$ cat src/rtl/tff_bank_counter.sv
// WIDTH-bit bank of toggle cells that runs as per-bit T flip-flops or as a modulo-MOD up/down counter.
// Optional macro TFF_BANK_CNT_SAT_EN makes UP/DOWN saturate at the limits instead of wrapping.
module tff_bank_counter #(
  parameter int              WIDTH     = 4,
  parameter longint unsigned MOD       = 16,
  parameter longint unsigned RESET_VAL = 0
) (
  input  logic             clk,
  input  logic             reset,
  input  logic             en,
  input  logic [1:0]       mode,
  input  logic [WIDTH-1:0] t,
  input  logic             load,
  input  logic [WIDTH-1:0] load_val,
  output logic [WIDTH-1:0] q,
  output logic [WIDTH-1:0] qbar,
  output logic             tc
);

  typedef enum logic [1:0] {
    MODE_HOLD = 2'b00,
    MODE_BANK = 2'b01,
    MODE_UP   = 2'b10,
    MODE_DOWN = 2'b11
  } mode_e;

  // Highest in-range count, truncated to WIDTH bits; for a full binary modulus this is all ones.
  localparam logic [WIDTH-1:0] MAX_Q = WIDTH'(MOD - 64'd1);
  localparam logic [WIDTH-1:0] RST_Q = WIDTH'(RESET_VAL);

  logic [WIDTH-1:0] q_reg;
  logic [WIDTH-1:0] q_next;
  logic             tc_reg;
  logic             tc_next;
  logic [WIDTH-1:0] bank_next;
  logic             over_mod;
  logic             at_max;
  logic             at_zero;

  generate
    for (genvar gi = 0; gi < WIDTH; gi++) begin : g_cell
      assign bank_next[gi] = q_reg[gi] ^ t[gi];
    end
  endgenerate

  assign over_mod = (q_reg > MAX_Q);
  assign at_max   = (q_reg == MAX_Q);
  assign at_zero  = (q_reg == '0);

  always_comb begin
    q_next  = q_reg;
    tc_next = 1'b0;
    if (load) begin
      q_next = load_val;
    end else if (en) begin
      case (mode_e'(mode))
        MODE_BANK: q_next = bank_next;
        MODE_UP: begin
          if (over_mod) begin
            q_next = '0;
          end else if (at_max) begin
`ifdef TFF_BANK_CNT_SAT_EN
            q_next = q_reg;
`else
            q_next = '0;
`endif
            tc_next = 1'b1;
          end else begin
            q_next = q_reg + 1'b1;
          end
        end
        MODE_DOWN: begin
          if (over_mod) begin
            q_next = MAX_Q;
          end else if (at_zero) begin
`ifdef TFF_BANK_CNT_SAT_EN
            q_next = q_reg;
`else
            q_next = MAX_Q;
`endif
            tc_next = 1'b1;
          end else begin
            q_next = q_reg - 1'b1;
          end
        end
        default: ;
      endcase
    end
  end

  always_ff @(posedge clk or negedge reset) begin
    if (!reset) begin
      q_reg  <= RST_Q;
      tc_reg <= 1'b0;
    end else begin
      q_reg  <= q_next;
      tc_reg <= tc_next;
    end
  end

  assign q    = q_reg;
  assign qbar = ~q_reg;
  assign tc   = tc_reg;

endmodule

$ cat config.mk
export PLATFORM = sky130hd
export DESIGN_NAME = tff_bank_counter
export DESIGN_NICKNAME = d
export VERILOG_FILES = /design/src/rtl/tff_bank_counter.sv
export SDC_FILE = /design/constraint.sdc
export NUM_CORES = 1
export LEC_CHECK = 0
export BUFFER_PORTS_ARGS = -buffer_cell sky130_fd_sc_hd__buf_2
export CORE_MARGIN = 2
export CORE_UTILIZATION = 40
export DETAILED_ROUTE_END_ITERATION = 6
export PLACE_DENSITY = 0.69
export SLEW_MARGIN = 10
export SYNTH_ARGS = -nofsm -noshare
export SYNTH_HDL_FRONTEND = slang
export SYNTH_SLANG_ARGS = --single-unit
$ cat constraint.sdc
create_clock -name clk -period 1.9 [get_ports clk]
set_input_delay 0 -clock clk [delete_from_list [all_inputs] [get_ports clk]]
set_output_delay 0 -clock clk [all_outputs]
set_load 0.01 [all_outputs]
==> flow_metrics.env <==
export IMPL_clock_sinks=5
export IMPL_nNetsFinal=107
export IMPL_p_switching_uw=160.2
export IMPL_dieWidth_um=40.46
export IMPL_ys_ff_latch=5
export IMPL_finalCoreUtilization_pct=53.45
export IMPL_synth_flop_cell="dfrtp_1"
export IMPL_area_growth_pct=27.53
export IMPL_final_cell_mix="buf_2 (22), a21oi_1 (8), nand2_1 (5), nor2_1 (5), dfrtp_1 (5)"
export IMPL_design_area_um2=678.2
export IMPL_vias_per_cell=5.619
export IMPL_power_share_clock_pct=27.9
export IMPL_drive_gt1_share_pct=32.22
export IMPL_powerDensity_mw_per_mm2=649.9
export IMPL_finalPower_uw=440.7
export IMPL_max_freq_mhz=586.1
export IMPL_synth_edff_count=0
export IMPL_drt_iter0_drc=16
export IMPL_synthesis_nets=81
export IMPL_crit_fanout=9
export IMPL_track_usage_pct=17.79
export IMPL_place_area_um2=611.8
export IMPL_wire_per_inst_um=13.42
export IMPL_grt_max_degree=16
export IMPL_routed_wl_mm=1.409
export IMPL_worstMarginPinSlew_ns=0.6281
export IMPL_start_util_pct=41.91
export IMPL_swShare_pct=36.35
export IMPL_post_dp_hpwl_mm=1.016
export IMPL_synth_seq_area_share_pct=23.53
export IMPL_met2_usage_pct=31.35
export IMPL_cap_violations=0
export IMPL_syn_cell_area_um2=531.8
export IMPL_ant_nets=0
export IMPL_crit_path_start_kind="flip-flop"
export IMPL_io_pins=23
export IMPL_synth_cell_types=31
export IMPL_p_int_uw=280.5
export IMPL_largest_register_ffs=4
export IMPL_dieHeight_um=40.46
export IMPL_grt_ovfl_total=0
export IMPL_end_kind="flip-flop"
export IMPL_required_ns=2.07
export IMPL_grt_pass1_wl_mm=1.932
export IMPL_slew_violations=0
export IMPL_grt_pass1_vias=442
export IMPL_cts_buffer_depth=2
export IMPL_clkTransAtPathRegs_ns=0.04
export IMPL_gr_max_usage_layer="met2"
export IMPL_power_leakage_uw=0.0003172
export IMPL_drc=0
export IMPL_cts_root_buf="clkbuf_4"
export IMPL_dr_pass1_iters=4
export IMPL_num_rows=13
export IMPL_synthArstFlopShare_pct=100.0
export IMPL_yosysWarnings=0
export IMPL_dieArea_mm2=0.001637
export IMPL_final_common_cell="buf_2"
export IMPL_syn_avg_cell_area_um2=8.181
export IMPL_setup_viol=0
export IMPL_htree_levels=1
export IMPL_antenna_found_initial=0
export IMPL_cts_tree="yes"
export IMPL_fin_crit_sh_pct=89.80
export IMPL_io_buffers=22
export IMPL_yosys_top_cells_area="dfrtp_1 (24%), a21oi_1 (7.5%), buf_6 (6.4%)"
export IMPL_pwr_share_comb_pct=40.0
export IMPL_tns_ns=0
export IMPL_num_antenna_cells=0
export IMPL_period_needed_ns=1.706
export IMPL_max_slew_margin_pct=57.69
export IMPL_worstPathArrival_ns=1.88
export IMPL_min_path_type="primary input to flip-flop"
export IMPL_use_met3_pct=5.000
export IMPL_syn_inst=65
export IMPL_synth_top_cell_area_share_pct=23.53
export IMPL_critPathKind="flip-flop to flip-flop"
export IMPL_rsz0062_at_grt="no"
export IMPL_final_setup_skew_ns=0.004229
export IMPL_vias=590
export IMPL_ir_worst_vdd_mv=0.4487
export IMPL_grt_use_met1_pct=21.26
export IMPL_cts_buffers=3
export IMPL_finalHoldViolations=0
export IMPL_status="complete, no violations"
export IMPL_core_area_mm2=0.001269
export IMPL_yosysTopAreaCell="dfrtp_1"
export IMPL_gp_congestion=0.8325
export IMPL_power_frac_seq_pct=32.1
export IMPL_insertion_delay_ns=0.24
[metrics by stage]
step           setup WS, ns  hold WS [ns]  cells
2_1_floorplan        0.2333       -0.2956     65
3_3_place_gp         0.2611       -0.1795     97
3_5_place_dp         0.2276       -0.1803     97
4_1_cts              0.2200       0.02564    105
5_1_grt             0.09299       0.02333    105
6_report             0.1938       0.02651    105
[cell usage after synthesis, types with 2 or more instances]
master and count:
a21oi_1 8, dfrtp_1 5, nand2_1 5, nor2_1 5, o21ai_0 4, buf_4 3
buf_6 3, inv_1 3, a22o_1 2, ha_1 2, nand3_1 2, nor3_1 2
xnor2_1 2, xor2_1 2
[metal layers]
layer / vias to the layer above / part of all wire, %
met5: - / 0
met4: 0 / 0.71
met3: 4 / 6.1
met2: 29 / 55
met1: 271 / 38
li1: 286 / -
[cell families (layout without fill, tap and decap cells)]
logic type	Yosys count	in the layout	share of synthesized area, %
DFF	5	5	23.53
AOI/OAI and AO/OA	25	25	31.77
xor gates and xnor gates	4	4	6.589
buffers and inverters	10	35	13.65
and+or+nand+nor	19	19	19.77
adders and majority gates	2	2	4.705
[layout make-up]
class                           count  area, um^2
Inverter                            4       16.27
Multi-Input combinational cell     50       334.1
Tap cell                           15       18.77
Sequential cell                     5       125.1
Timing Repair Buffer               27       157.7
Fill cell                         129       590.6
Clock buffer                        4       26.28
[worst paths after layout]
| path | start | to | slack [ns] | cells past startpoint |
|---|---|---|---|---|
| worst max-delay path | q[0] | q[0] | 0.19 | 6 |
| worst min-delay path | load_val[3] | q[3] | 0.03 | 3 |
| worst max register to register | q[0] | q[0] | 0.19 | 6 |
| worst min register to register | q[1] | q[1] | 0.76 | 4 |
| max in group asynchronous | reset | tc | 1.66 | 2 |
| min in group asynchronous | reset | q[3] | 0.11 | 2 |
[power groups by stage]
| stage | sequential, uW | clock (uW) | combinational (uW) |
|---|---|---|---|
| finish | 142 | 123 | 176 |
| detailed placement | 143 | 0 | 167 |
| global placement | 143 | 0 | 165 |
| floorplan | 133 | 0 | 131 |
| CTS | 141 | 130 | 174 |
| global route | 145 | 137 | 190 |
[repair_timing]
| item | in CTS | in global routing |
|---|---|---|
| endpoints found under the hold margin | 8 | 0 |
| setup buffers | 0 | 0 |
| gates resized for setup | 0 | 0 |
| hold buffers | 4 | 0 |
[worst max-delay path, stage by stage (launching register included)]
cell and delay, ns:
dfrtp_1 0.46, inv_1 0.14, ha_1 0.26, nor3b_4 0.25, o21ai_1 0.08, a311o_1 0.34, a21oi_2 0.11
No activity file was read; power rests on OpenSTA's default activity.
